## src/rtl/watch_pkg.sv

```systemverilog
// rtl/watch_pkg.sv - shared time-field constants and run-state enum for the watch
package watch_pkg;
  localparam int TW = 7;
  localparam logic [TW-1:0] SEC_MAX  = 7'd59;
  localparam logic [TW-1:0] MIN_MAX  = 7'd59;
  localparam logic [TW-1:0] HOUR_MAX = 7'd11;

  typedef enum logic {
    STOPPED = 1'b0,
    RUNNING = 1'b1
  } state_t;
endpackage

```

## src/rtl/watch_tick_gen.sv

```systemverilog
// rtl/watch_tick_gen.sv - 1 Hz prescaler, holds its count while disabled
module watch_tick_gen #(
  parameter int DIV = 50_000_000
) (
  input  logic clk,
  input  logic rst,
  input  logic en,
  input  logic clr,
  output logic tick
);
  localparam int PW = $clog2(DIV);
  localparam logic [PW-1:0] LAST = PW'(DIV - 1);

  logic [PW-1:0] r_pcnt;
  logic          w_last;

  assign w_last = (r_pcnt == LAST);
  assign tick   = en & w_last;

  always_ff @(posedge clk) begin
    if (rst) begin
      r_pcnt <= '0;
    end else if (clr) begin
      r_pcnt <= '0;
    end else if (en) begin
      r_pcnt <= w_last ? '0 : r_pcnt + 1'b1;
    end
  end
endmodule

```

## src/rtl/watch_timekeeper.sv

```systemverilog
// rtl/watch_timekeeper.sv - 12-hour running clock: preset load, run/stop FSM, sec/min/hour/ap cascade
module watch_timekeeper
  import watch_pkg::*;
#(
  parameter int DIV = 50_000_000
) (
  input  logic          clk,
  input  logic          rst,
  input  logic          run,
  input  logic          load,
  input  logic          ld_ap,
  input  logic [TW-1:0] ld_hour,
  input  logic [TW-1:0] ld_min,
  output logic          ap,
  output logic [TW-1:0] hour,
  output logic [TW-1:0] min,
  output logic [TW-1:0] sec,
  output logic          sec_tick,
  output logic          min_tick
);
  state_t        r_state;
  state_t        w_state_next;
  logic          w_en;
  logic          w_tick;
  logic [TW-1:0] w_ld_hour;
  logic [TW-1:0] w_ld_min;

  logic          r_ap;
  logic [TW-1:0] r_hour;
  logic [TW-1:0] r_min;
  logic [TW-1:0] r_sec;
  logic          r_sec_tick;
  logic          r_min_tick;

  always_ff @(posedge clk) begin
    if (rst) r_state <= STOPPED;
    else     r_state <= w_state_next;
  end

  always_comb begin
    w_state_next = r_state;
    case (r_state)
      STOPPED: if (run)  w_state_next = RUNNING;
      RUNNING: if (!run) w_state_next = STOPPED;
      default: w_state_next = STOPPED;
    endcase
  end

  // Enable from the state being entered so a newly raised run counts on the same edge.
  assign w_en = (w_state_next == RUNNING);

  watch_tick_gen #(.DIV(DIV)) u_tick_gen (
    .clk  (clk),
    .rst  (rst),
    .en   (w_en),
    .clr  (load),
    .tick (w_tick)
  );

  assign w_ld_hour = (ld_hour > HOUR_MAX) ? '0 : ld_hour;
  assign w_ld_min  = (ld_min  > MIN_MAX)  ? '0 : ld_min;

  always_ff @(posedge clk) begin
    if (rst) begin
      r_ap       <= 1'b0;
      r_hour     <= '0;
      r_min      <= '0;
      r_sec      <= '0;
      r_sec_tick <= 1'b0;
      r_min_tick <= 1'b0;
    end else if (load) begin
      r_ap       <= ld_ap;
      r_hour     <= w_ld_hour;
      r_min      <= w_ld_min;
      r_sec      <= '0;
      r_sec_tick <= 1'b0;
      r_min_tick <= 1'b0;
    end else if (w_tick) begin
      r_sec_tick <= 1'b1;
      if (r_sec == SEC_MAX) begin
        r_sec      <= '0;
        r_min_tick <= 1'b1;
        if (r_min == MIN_MAX) begin
          r_min <= '0;
          if (r_hour == HOUR_MAX) begin
            r_hour <= '0;
            r_ap   <= ~r_ap;
          end else begin
            r_hour <= r_hour + 1'b1;
          end
        end else begin
          r_min <= r_min + 1'b1;
        end
      end else begin
        r_sec      <= r_sec + 1'b1;
        r_min_tick <= 1'b0;
      end
    end else begin
      r_sec_tick <= 1'b0;
      r_min_tick <= 1'b0;
    end
  end

  assign ap       = r_ap;
  assign hour     = r_hour;
  assign min      = r_min;
  assign sec      = r_sec;
  assign sec_tick = r_sec_tick;
  assign min_tick = r_min_tick;
endmodule
```

## config.mk

```make
export PLATFORM = sky130hd
export DESIGN_NAME = watch_timekeeper
export DESIGN_NICKNAME = d
export VERILOG_FILES = /design/src/rtl/watch_pkg.sv /design/src/rtl/watch_tick_gen.sv /design/src/rtl/watch_timekeeper.sv
export SDC_FILE = /design/constraint.sdc
export NUM_CORES = 1
export LEC_CHECK = 0
export BUFFER_PORTS_ARGS = -buffer_cell sky130_fd_sc_hd__buf_2
export CORE_MARGIN = 2
export CORE_UTILIZATION = 25
export DETAILED_ROUTE_END_ITERATION = 12
export PLACE_DENSITY_LB_ADDON = 0.08
export SYNTH_ARGS = -nofsm -noshare
export SYNTH_HDL_FRONTEND = slang
export SYNTH_HIERARCHICAL = 1
export SYNTH_SLANG_ARGS = --single-unit
```

## constraint.sdc

```tcl
create_clock -name clk -period 7.09 [get_ports clk]
set_input_delay 1.7725 -clock clk [delete_from_list [all_inputs] [get_ports clk]]
set_output_delay 1.7725 -clock clk [all_outputs]
set_load 0.03 [all_outputs]
```

==> flow_summary.yaml <==
yosys:
  ys_top_cells_by_area: "dfxtp_1 (38%), xor2_1 (5.0%), nor2_1 (4.4%)"
  yosys_most_used_dff: "dfxtp_1"
  yosysTopAreaCell: "dfxtp_1"
  yosys_warnings: 6
  synth_edf_count: 0
  synth_area_um2: 2650
  ys_ff_latch: 50
  synth_most_common_cell: "dfxtp_1"
  synth_cell_type_count: 51
  syn_inst: 314
  synth_area_per_cell_um2: 8.44
  synth_nets: 338
  async_flop_share: 0
  synth_top_area_frac: 0.378
  ys_seq_area_frac: 0.378
  yosys-top-cells-count: "dfxtp_1 (50), nor2_1 (31), nand2_1 (26)"
finish:
  antenna_cells: 0
  areaGrowthSynthToFinish_pct: 15.2
  drive_above_1_share: 0.188
  num-nets-final: 374
  design_area_um2: 3050
sta:
  clock_skew_ns: 0.0131
  tightestPinTransition_ns: 1.10
  period_minus_slack_ns: 4.04
  rsz0062_at_grt: "no"
  finalCritPeriodShare: 0.570
  setup_tns_ns: 0
  max_freq_ghz: 0.247
  setup_viol: 0
  drv_slew: 0
  hold_viol: 0
  slew-limit-headroom: 0.265
die:
  coreArea_um2: 10300
  ios: 43
  rows: 37
  initial_utilization: 0.257
  die_area_um2: 11400
  die_h_um: 107
  die_width_um: 107
drt:
  drt_first_iter_violations: 86
  drc: 0
  drt-vias-per-instance: 4.91
  vias: 2390
  drtAntennaViolNets: 0
  wl_um: 6970
  drtPass1Iterations: 4
  wire_per_inst_um: 14.3
placement:
  place_area_um2: 2950
  dp_hpwl_um: 5130
  io_buffer_count: 42
  place.gp.congestion: 0.739
worst_setup_path:
  reg2reg_depth: 9
  worst-path-max-fanout: 12
  endpoint: "hour[6]"
  path_depth: 9
  cpPeakStageDelay_ns: 0.59
  cp.arrival_ns: 4.28
  crit_type: "in2reg"
  worst-path-buf-inv: 1
  cp_cell_sequence: "buf_2 > and4_4 > nand4_1 > nor3_1 > and3_1 > and2_1 > a21oi_2 > or3_1 > a21oi_1"
  cp_top_family: "simple AND/OR/NAND/NOR gates"
  cp.required_ns: 7.33
  cp-start-kind: "primary input"
  cp-startpoint: "run"
  end_kind: "flip-flop"
  crit_slowest_cell: "nor3_1"
  rrSetupSlack_ns: 3.92
  timing.rr.start: "u_tick_gen/r_pcnt[0]"
  rr_endpoint: "hour[6]"
clocking:
  ctsResizeCount: 0
  cts_setup_buffers: 0
  htreeDepth: 2
  cts_sinks: 50
  cts.root.buffer_cell: "clkbuf_8"
  hold_buffers: 0
  cts_tree: "yes"
  numCtsBuffers: 5
  clk_pin_slew_ns: 0.10
  clk-insertion-delay-late_ns: 0.30
  clockBufferDepth: 2
power:
  vdd_drop_max_v: 0.0000720
  power.leakage_uw: 0.00109
  power-per-cell-area_nw_per_um2: 167
grt:
  antenna_found_initial: 0
  grt-ovfl-total: 0
  grt_usage: 0.129
  grt_max_degree: 26
  grt_pass1_wl_um: 12000
  grt_pass1_vias: 2400
run:
  cap_violations: 0
status:
  status: "finished, final reports clean"
min_path:
  hp-class: "reg2reg"
[sequential cells by signal (all words and copies together) (netlist names)]
signal             count
u_tick_gen/r_pcnt     26
hour                   7
min                    7
sec                    7
ap                     1
min_tick               1
sec_tick               1
[logic make-up (layout without fill, tap and decap cells)]
kind of cell	after synthesis	in the layout	synth area share
simple gates	156	156	0.337
buf+inv	17	54	0.0368
flops	50	50	0.378
compound gates	66	66	0.158
mux	2	2	0.00755
fa+ha+maj	5	5	0.0236
xor+xnor	18	18	0.0595
[worst min-delay path, cell delays in order (launching register included)]
cell and delay [ns]:
dfxtp_1 0.32, o21ai_0 0.07, a21oi_1 0.06
[per-layer routing]
layer / routed length [µm] / share of wire / track usage / vias up
met1: 3460 / 0.50 / 0.174 / 1108
met2: 3210 / 0.46 / 0.209 / 36
met3: 237 / 0.034 / 0.0243 / 4
li1: - / - / - / 1242
met4: 66 / 0.0095 / 0.0353 / 0
met5: 0 / 0 / 0 / -
[cells in the final DEF (no fill, tap or decap), types with 2 or more instances in the layout]
master and instances:
and2_1 7, xor2_1 15, nand2_2 2, a211oi_1 3, nor4_1 5, o31ai_1 6, ha_1 5, nand2_1 26
or3_1 12, and4_1 3, clkbuf_8 7, dfxtp_1 50, and3_1 7, or4_4 2, a21oi_1 20, nand3b_1 2
xnor2_1 3, or4_1 4, nand4_1 15, inv_1 4, nand2b_1 2, nand4_2 3, nor2_1 31, nor3_1 6
a31oi_1 6, o32ai_1 2, mux2i_1 2, nand3_1 20, o21ai_0 19, a21oi_2 2, buf_2 42
[worst min-delay path by stage]
stage | cells past startpoint | slack (ns) | end | start
2_1_floorplan | 2 | 0.45 | u_tick_gen/r_pcnt[22] | u_tick_gen/r_pcnt[22]
3_3_place_gp | 2 | 0.47 | u_tick_gen/r_pcnt[15] | u_tick_gen/r_pcnt[15]
3_5_place_dp | 2 | 0.48 | u_tick_gen/r_pcnt[22] | u_tick_gen/r_pcnt[22]
4_1_cts | 2 | 0.50 | u_tick_gen/r_pcnt[22] | u_tick_gen/r_pcnt[22]
5_1_grt | 2 | 0.52 | u_tick_gen/r_pcnt[20] | u_tick_gen/r_pcnt[20]
6_report | 2 | 0.50 | u_tick_gen/r_pcnt[15] | u_tick_gen/r_pcnt[15]
[layout make-up]
| type | instances | area [µm²] |
|---|---|---|
| clock inverter | 1 | 8.76 |
| inverter | 4 | 15.0 |
| timing repair buffer | 42 | 210 |
| fill | 1123 | 7270 |
| clock buffer | 7 | 96.3 |
| multi-input combinational | 247 | 1550 |
| tap | 136 | 170 |
| sequential | 50 | 1000 |
[metrics by stage]
step / utilization / std cells / setup WS (ns) / total power [µW] / hold WS [ns]
after floorplan: - / 314 / 3.56 / 312 / 0.449
after global placement: 0.286 / 479 / 2.78 / 326 / 0.472
after detailed placement: 0.286 / 479 / 2.70 / 326 / 0.481
after CTS: 0.296 / 487 / 3.04 / 519 / 0.499
after global routing: 0.296 / 487 / 2.76 / 531 / 0.523
final: 0.296 / 487 / 3.05 / 511 / 0.495
[report_power, final]
part / internal [µW] / switching [µW] / total (µW) / leakage [µW]
combinational: 10.7 / 21.0 / 31.7 / 0.000630
sequential: 283 / 3.67 / 287 / 0.000404
clock: 89.8 / 102 / 192 / 0.0000544
(Power assumes the default switching activity.)
